==> config.mk <==
export PLATFORM = sky130hd
export DESIGN_NAME = onehot_decoder_pipe
export DESIGN_NICKNAME = d
export VERILOG_FILES = /design/src/rtl/decoder_pkg.sv /design/src/rtl/decoder_skid_buf.sv /design/src/rtl/onehot_decoder_pipe.sv
export SDC_FILE = /design/constraint.sdc
export NUM_CORES = 1
export LEC_CHECK = 0
export ABC_CLOCK_PERIOD_IN_PS = 4400
export CORE_ASPECT_RATIO = 0.8
export CORE_MARGIN = 5
export CORE_UTILIZATION = 30
export CTS_CLUSTER_SIZE = 20
export DETAILED_ROUTE_END_ITERATION = 10
export GPL_TIMING_DRIVEN = 0
export PLACE_DENSITY = 0.55
export SLEW_MARGIN = 0
export SYNTH_ARGS = -nofsm -noshare
export SYNTH_HDL_FRONTEND = slang
export SYNTH_SLANG_ARGS = --single-unit
==> constraint.sdc <==
create_clock -name clk -period 4.4 [get_ports clk]
set_clock_uncertainty 0.2 [all_clocks]
set_input_delay 0.44 -clock clk [delete_from_list [all_inputs] [get_ports clk]]
set_output_delay 0.44 -clock clk [all_outputs]
set_load 0.05 [all_outputs]
==> src/rtl/decoder_pkg.sv <==
// Shared definitions for the binary-to-one-hot decoder pipe.
// Latency: n/a (types, constants and elaboration helpers only).
// Backpressure: n/a.
package decoder_pkg;

   // Default width of the saturating delivery counters
   localparam int CNT_W_DEFAULT = 16;

   // Buffer occupancy encodings
   typedef enum logic [1:0] {
      OCC_EMPTY = 2'd0,
      OCC_ONE   = 2'd1,
      OCC_FULL  = 2'd2
   } occ_e;

   // Legal parameter set: at least two outputs, and the code must be wide
   // enough to address every output line
   function automatic bit params_ok(input int n_out, input int w_in);
      return (n_out >= 2) && (w_in >= $clog2(n_out));
   endfunction

endpackage

==> src/rtl/decoder_skid_buf.sv <==
// Generic 2-entry valid/ready buffer; owns occupancy, in_ready and out_valid.
// Latency: 1 cycle from accept to out_valid; 1 transfer/cycle sustained.
// Backpressure: in_ready is registered (occ != FULL), no comb path from out_ready_i.
module decoder_skid_buf
   import decoder_pkg::*;
#(
   parameter int WIDTH = 5
) (
   input  logic             clk,
   input  logic             rst,
   input  logic             in_valid_i,
   output logic             in_ready_o,
   input  logic [WIDTH-1:0] in_dat_i,
   output logic             out_valid_o,
   input  logic             out_ready_i,
   output logic [WIDTH-1:0] out_dat_o
);

   occ_e             occ_q, occ_d;
   logic [WIDTH-1:0] head_q, head_d;
   logic [WIDTH-1:0] tail_q, tail_d;
   logic             in_ready_q, out_valid_q;
   logic             push, pop;

   assign push        = in_valid_i & in_ready_q;
   assign pop         = out_valid_q & out_ready_i;
   assign in_ready_o  = in_ready_q;
   assign out_valid_o = out_valid_q;
   assign out_dat_o   = head_q;

   // Next occupancy and entry contents; head is always the oldest entry
   always_comb begin
      occ_d  = occ_q;
      head_d = head_q;
      tail_d = tail_q;
      case (occ_q)
         OCC_EMPTY: begin
            if (push) begin
               head_d = in_dat_i;
               occ_d  = OCC_ONE;
            end
         end
         OCC_ONE: begin
            if (push && pop) begin
               head_d = in_dat_i;
            end else if (push) begin
               tail_d = in_dat_i;
               occ_d  = OCC_FULL;
            end else if (pop) begin
               occ_d  = OCC_EMPTY;
            end
         end
         OCC_FULL: begin
            // in_ready is low here, so only a pop can happen
            if (pop) begin
               head_d = tail_q;
               occ_d  = OCC_ONE;
            end
         end
         default: occ_d = OCC_EMPTY;
      endcase
   end

   // State registers; flags are registered from the next occupancy
   always_ff @(posedge clk or posedge rst) begin
      if (rst) begin
         occ_q       <= OCC_EMPTY;
         head_q      <= '0;
         tail_q      <= '0;
         in_ready_q  <= 1'b1;
         out_valid_q <= 1'b0;
      end else begin
         occ_q       <= occ_d;
         head_q      <= head_d;
         tail_q      <= tail_d;
         in_ready_q  <= (occ_d != OCC_FULL);
         out_valid_q <= (occ_d != OCC_EMPTY);
      end
   end

endmodule

==> src/rtl/onehot_decoder_pipe.sv <==
// Registered binary-to-one-hot decoder with error flag and delivery counters.
// Latency: 1 cycle accept-to-output; full throughput with out_ready held high.
// Backpressure: 2-entry buffer; in_ready drops only when both entries are held.
module onehot_decoder_pipe
   import decoder_pkg::*;
#(
   parameter int N_OUT = 4,
   parameter int W_IN  = 2,
   parameter int CNT_W = CNT_W_DEFAULT
) (
   input  logic             clk,
   input  logic             rst,
   input  logic             in_valid,
   output logic             in_ready,
   input  logic [W_IN-1:0]  in_code,
   input  logic             in_en,
   output logic             out_valid,
   input  logic             out_ready,
   output logic [N_OUT-1:0] out_y,
   output logic             out_err,
   output logic [CNT_W-1:0] dec_count,
   output logic [CNT_W-1:0] err_count
);

   generate
      if (!params_ok(N_OUT, W_IN)) begin : g_bad_params
         $error("onehot_decoder_pipe: illegal N_OUT/W_IN combination");
      end
   endgenerate

   // N_OUT always fits in W_IN+1 bits given a legal W_IN
   localparam logic [W_IN:0] N_OUT_C = (W_IN + 1)'(N_OUT);

   logic [N_OUT-1:0] dec_y;
   logic             dec_err;
   logic [N_OUT:0]   buf_out_dat;
   logic [CNT_W-1:0] dec_count_q, err_count_q;
   logic             deliver;

   // Decode in front of the buffer so entries hold {y, err}, not the raw code
   always_comb begin
      dec_y   = '0;
      dec_err = in_en && ({1'b0, in_code} >= N_OUT_C);
      for (int i = 0; i < N_OUT; i++) begin
         dec_y[i] = in_en && (in_code == W_IN'(i));
      end
   end

   decoder_skid_buf #(
      .WIDTH(N_OUT + 1)
   ) u_buf (
      .clk        (clk),
      .rst        (rst),
      .in_valid_i (in_valid),
      .in_ready_o (in_ready),
      .in_dat_i   ({dec_err, dec_y}),
      .out_valid_o(out_valid),
      .out_ready_i(out_ready),
      .out_dat_o  (buf_out_dat)
   );

   assign out_y     = buf_out_dat[N_OUT-1:0];
   assign out_err   = buf_out_dat[N_OUT];
   assign deliver   = out_valid & out_ready;
   assign dec_count = dec_count_q;
   assign err_count = err_count_q;

   // Saturating counters, stepped on delivery only
   always_ff @(posedge clk or posedge rst) begin
      if (rst) begin
         dec_count_q <= '0;
         err_count_q <= '0;
      end else if (deliver) begin
         if (out_err) begin
            if (err_count_q != '1) err_count_q <= err_count_q + CNT_W'(1);
         end else begin
            if (dec_count_q != '1) dec_count_q <= dec_count_q + CNT_W'(1);
         end
      end
   end

endmodule
# Word level (Yosys, flattened, before mapping)
# Cells that the tools add are included.
# word_totals
ff_bits	45
inputBits	7
output_inout_bits	39
# classes
n_addsub	2
eq_ne	11
muxes	10
bitwise	4
reduce_logical	13
# op_table
operator	n
$add 16x1->16 const B	2
$ne 16x16->1 const B	2
$mux 5	3
$pmux 5 s3	1
$mux 2	5
$reduce_and 3->1	3
$eq 2x2->1 const B	3
$ne 2x1->1 const B	3
$pmux 2 s3	1
$logic_and 1x1->1	5
$eq 2x1->1 const B	2
$logic_not 2->1	2
$reduce_and 4->1	1
$reduce_bool 3->1	1
$and 1x1->1	2
$ne 2x2->1 const B	1
$not 1->1	2
$reduce_bool 2->1	1

# Depth between registers and ports, before layout
# depth
word_depth	6
ltp_mapped	5
mapped_depth_nobuf	5

# Modules after synthesis
# Synthesis repeated with hierarchy kept, for this count alone.
# hier_totals
cells_unflattened	199
hier_area_um2	2311.0
# by_module_without_submodules
mod	n_inst	cells_each	area_each_um2
onehot_decoder_pipe	1	153	1616.6
decoder_skid_buf	1	46	694.4

# Worst setup path before layout
# OpenSTA, ideal clock, no wires.
# synth_path
kind	register -> register
start	reg dec_count_q[0] (netlist: dec_count[0])
end	reg dec_count_q[1] (netlist: dec_count[1])
setup_time_ns	0.125
arrival_time_ns	1.862
t_required_ns	4.075
setup_slack_ns	2.213
path_stages_with_launch	6
period_less_slack_ns	2.187
path_cell_list	dfrtp_1 ha_1 nand4_1 nor4_4 nor2_2 mux2_4
# synth_via
elab_chain_cells	2
word_cells_on_any_way	3
cone_classes	add/sub (1); eq/ne (1); reduce/logical (1)
# synth_lines
item	line	source
from (decl)	onehot_decoder_pipe.sv:37	logic [CNT_W-1:0] dec_count_q, err_count_q;
from (signal assigned)	onehot_decoder_pipe.sv:77	if (dec_count_q != '1) dec_count_q <= dec_count_q + CNT_W'(1);
branches (longest 2 deep; another with $add 16x1->16)	n/a	
# Parallel ways; which one is timed is not known.
# A chain may end at the register's enable or synchronous reset.

# Worst setup path in the final report
# layout_path
start	reg dec_count_q[11] (netlist: dec_count[11])
end	out dec_count[11]
# layout_rtl
item	line	source
to (decl)	onehot_decoder_pipe.sv:21	output logic [CNT_W-1:0] dec_count,
# No word-level cell between the ends.

==> reports/results.ini <==
[outcome]
status = completed

[setup_path]
crit_path_cell_trace = clkdlybuf4s50_1
crit_end = dec_count[11]
start_kind = register
r2r_slack_ns = 2.34
cpMaxStageDelayCell = clkdlybuf4s50_1
startpoint = dec_count[11]
critPathMaxFanout = 6
cp.depth = 1
path_delay_family = buffers and inverters
rr_worst_depth = 5
worstPathArrival_ns = 1.62
critPathBufInv = 1
critPathKind = reg -> out
crit_path_max_incr_delay_ns = 0.86
r2r-start = dec_count[0]
required_ns = 3.76
r2r_end = dec_count[1]
cp-end-kind = primary output

[clock_network]
clkSlewWorstSetupHoldPaths_ns = 0.09
tritoncts = yes
cts_root_buf = clkbuf_8
cts_hold_buf = 0
cts_buffers = 3
htreeDepth = 1
cts_resized = 0
post_cts_buffers = 0
clk_latency_ns = 0.27
cts.sinks = 28
clockBufferDepth = 2

[placed_design]
place_area_um2 = 1960
post-place-ws_ns = 1.96
post-dp-hpwl_um = 2460
place_inst = 246
globalplace.congestion = 0.732
port_buffers = 28

[timing]
period_share_pct = 51.4
min_period_ns = 2.26
maxSlewViolCount = 0
hold_viol_final = 0
holdWs_ns = 0.312
setup_ws_ns = 2.14
finalSetupViolCount = 0
maxSlewHeadroom_pct = 28.2
tns_ns = 0
rsz0062_at_grt = false
worst_pin_slew_ns = 1.08
fmax_ghz = 0.442

[synth]
synth_warnings = 0
ys.flop_type = dfrtp_1
yosysTopAreaCellShare_pct = 43.9
synth-seq-cells = 28
yosysSeqAreaShare_pct = 45.6
synth.area.top_cells = dfrtp_1, mux2_2, buf_4
synth_cells = 140
synth_edf_count = 0
synth_largest_area_cell = dfrtp_1
netlist_area_um2 = 1540
async_flop_share_pct = 100
synth_cell_types = 36
syn_avg_cell_area_um2 = 11.0

[worst_hold_path]
hp-start = u_buf.tail_q[2]
hold_class = reg -> reg

[power_and_ir_drop]
p_sw_share_pct = 43.9
p_comb_share_pct = 48.6
finalPower_mw = 1.12
power_density_nw_per_um2 = 556
p_leak_nw = 0.965
seq_power_share_pct = 37.5
p_int_uw = 627
power_switching_uw = 492
pwr-share-clk_pct = 14.0
vdd_drop_max_uv = 350

[die]
die-area_um2 = 6680
fp.coreArea_um2 = 5010
die_y_um = 74.1
fp.dieW_um = 90.1
row_count = 23
start_util_pct = 30.8
ios = 46

[grt]
track_usage_pct = 9.95
grt_max_degree = 29
antenna_found_initial = 0
overflow = 0
grt_pass1_vias = 1054
grt_pass1_wl_um = 5330

[detailed_routing]
drt_iter0_drc = 38
drc = 0
viasPerCell = 4.46
via_count = 1116
ant_nets = 0
wl_per_cell_um = 12.7
routed_wl_um = 3170
first_pass_iters = 4

[layout]
final_cell_area_um2 = 2010
syn2layout_area_growth_pct = 30.7
drive_gt1_share_pct = 22.9
n_fill_cell = 520
final_nets = 197
fin_util_pct = 40.2
n_antenna_cell = 0
final_cell_count_no_fill = 250

[run]
drv_cap = 0

layout by cell type (no fill, tap or decap), types with 2 or more instances in the layout:
cell type	count
nand4_4	2
xor2_1	10
or2_1	2
nor2_1	5
nand4_1	3
a21oi_1	2
xnor2_1	2
clkdlybuf4s50_1	28
dfrtp_1	27
mux2_2	13
o21ai_0	2
conb_1	17
nor4_1	5
nand3_1	10
buf_4	17
clkbuf_8	4
nand2_1	7
and3b_1	2
and3_1	2
nor3_1	6
inv_1	5
per-layer routing:
metal	up-vias	global-route usage (%)	part of all wire, %
li1	561	-	-
met1	527	13.9	49
met2	26	14.7	44
met3	2	3.44	6.0
met4	0	2.98	1.1
met5	-	0	0
kinds of logic (layout without fill, tap and decap cells):
family,after synthesis,count (layout),synth area share [%]
AO/OA/AOI/OAI,11,11,5.52
XOR/XNOR,12,12,6.82
buffers and inverters,22,54,9.50
flip-flops,28,28,45.6
adder cells (fa/ha/maj),1,1,0.812
other,1,17,0.243
multiplexers,15,15,11.1
AND/OR/NAND/NOR,50,50,20.4
cell type report:
| type | instances | area, um2 | share of cell area [%] |
|---|---|---|---|
| Clock buffer | 4 | 55.1 | 2.73 |
| Inverter | 5 | 18.8 | 0.932 |
| Buffer | 17 | 128 | 6.34 |
| Multi-Input combinational cell | 106 | 752 | 37.4 |
| Tap cell | 62 | 77.6 | 3.85 |
| Sequential cell | 28 | 702 | 34.9 |
| Timing Repair Buffer | 28 | 280 | 13.9 |
power by group through the flow:
stage	logic [mW]	registers, mW	clock network [mW]
after global placement	0.542	0.422	0
final	0.544	0.419	0.156
after global routing	0.580	0.437	0.176
after CTS	0.549	0.421	0.166
after detailed placement	0.548	0.424	0
after floorplan	0.227	0.580	0
how the worst min path moves through the flow:
stage	end	slack (ns)	cells after the start
after floorplan	u_buf.tail_q[0]	0.28	1
after detailed placement	u_buf.tail_q[2]	0.29	1
after global placement	u_buf.tail_q[1]	0.29	1
after global routing	u_buf.tail_q[0]	0.33	1
final	u_buf.tail_q[2]	0.31	1
after CTS	u_buf.tail_q[2]	0.32	1
flip-flops by register name, summed over array words and instances (netlist names):
name	cells
u_buf.occ_q	2
u_buf.in_ready_o	1
dec_count	16
u_buf.out_dat_o	4
u_buf.tail_q	4
u_buf.out_valid_o	1
synthesized netlist by cell type (2+ instances only):
master   number
nor4_1        5
or2_1         2
nand4_1       3
and3b_1       2
xor2_1       10
and3_1        2
nand3_1      10
buf_4        17
inv_1         5
o21ai_0       2
xnor2_1       2
nand4_4       2
nor2_1        5
nor3_1        6
mux2_2       13
dfrtp_1      27
a21oi_1       2
nand2_1       7
No activity file was read; power rests on OpenSTA's default activity.
==> variant, RTL diff (same settings) <==
The parameter `W_IN` goes from 2 to 4.
--- a/src/rtl/onehot_decoder_pipe.sv
+++ b/src/rtl/onehot_decoder_pipe.sv
@@ -6,5 +6,5 @@
 #(
    parameter int N_OUT = 4,
-   parameter int W_IN  = 2,
+   parameter int W_IN  = 4,
    parameter int CNT_W = CNT_W_DEFAULT
 ) (
Interface: changed (resized in_code); port bits go from 46 to 48. The function was not compared with the original's and may differ.
==> variant against the original RTL <==
Register-to-register slack worse by 0.07 ns; die area up 39%; cell area up 45%; area after synthesis up 45%; combinational power up 27%; critical endpoint is now out_valid; wire length up 57%; via count up 61%; worst setup slack worse by 0.029 ns; core utilization down 0.39 points; sequential cell count up 18; non-clock buffer count up 6; sequential share of layout area up 4.7 points; total power up 41%; critical path type unchanged.
==> variant: results (changes against the original RTL) <==
GPL Wtd Cong: 0.776 (was 0.732)
Slew margin rel.: 0.517 (was 0.282)
Met2 WL post-DR: 2.27 mm (was 1.40 mm)
Cts bufs inserted: 5 (was 3)
Synth Area per Inst: 10.4 µm² (was 11.0 µm²)
Status: finished, final reports clean (unchanged)
Area after DPL: 2840 µm² (was 1960 µm²)
Leading cell types by count after synthesis: 45 x dfrtp_1, 26 x nand2_1, 17 x xor2_1 (was 27 x dfrtp_1, 17 x buf_4, 13 x mux2_2)
Worst path arrival time: 1.65 ns (was 1.62 ns)
Nets: 281 (was 197)
Dpl hpwl: 3.68 mm (was 2.46 mm)
Cells after DPL: 353 (was 246)
Clock share of power: 0.158 (was 0.140)
Met3 WL: 195 µm (was 190 µm)
Logic pwr share: 0.437 (was 0.486)
Worst-path maximum fanout: 8 (was 6)
Met1 wire length: 2.50 mm (was 1.54 mm)
LEAKAGE: 1.26 nW (was 0.965 nW)
Share of cells above drive strength 1: 0.0664 (was 0.229)
Routed WL: 4.99 mm (was 3.17 mm)
PortBufs: 47 (was 28)
Seq/Total Area, Yosys: 0.516 (was 0.456)
H-tree levels: 2 (was 1)
Vias in the first global route: 1818 (was 1054)
Main area contributors after synthesis: dfrtp_1 50%, xor2_1 6.7%, nand2_1 4.4% (was dfrtp_1 44%, mux2_2 9.5%, buf_4 8.3%)
[variant: cell count changes after synthesis, sizes merged, moves of 5 or more]
cell,delta
o211ai,+5
mux2,-12
a21oi,+6
buf,-16
o21ai,+7
nand2,+19
xor2,+7
nor2,+7
dfrtp,+18
[variant: cells by family (layout without fill, tap and decap cells)]
logic type	after synthesis	after routing	synth area share
buffers and inverters	9	65	0.0157
adder cells (fa/ha/maj)	2	2	0.0112
flip-flops	46	46	0.516
XOR/XNOR	23	23	0.0902
AO/OA/AOI/OAI	38	38	0.112
AND/OR/NAND/NOR	95	95	0.244
multiplexers	2	2	0.0101
[variant: final timing paths]
path                       slack, ns              end  depth (start not counted)         startpoint
max reg2reg                     2.27     dec_count[1]                          4       dec_count[5]
min                             0.29   u_buf.occ_q[0]                          2                rst
min in group clk                0.29  u_buf.tail_q[2]                          2    u_buf.tail_q[2]
max in group asynchronous       3.21    err_count[12]                          3                rst
max                             2.11        out_valid                          1  u_buf.out_valid_o
min reg2reg                     0.29  u_buf.tail_q[2]                          2    u_buf.tail_q[2]
[variant: through the flow]
| stage | setup WS, ns | power, mW |
|---|---|---|
| floorplan | 2.16 | 1.10 |
| global placement | 1.64 | 1.33 |
| detailed placement | 1.85 | 1.34 |
| CTS | 2.09 | 1.60 |
| global route | 1.96 | 1.68 |
| finish | 2.11 | 1.58 |
[variant: area by class of cell]
cell class / count / area [µm²]
clock buffers: 8 / 80.1
repair buffers: 48 / 490
inverters: 6 / 22.5
flip-flops and latches: 46 / 1150
plain buffers: 3 / 12.5
well taps: 90 / 113
multi-input cells: 160 / 1040
fillers: 745 / 4410
[variant: metal layers]
layer  global-route usage  vias up
met5                    0        -
met4               0.0244        0
met3               0.0348        2
met2                0.181       25
met1                0.158      873
li1                     -      896
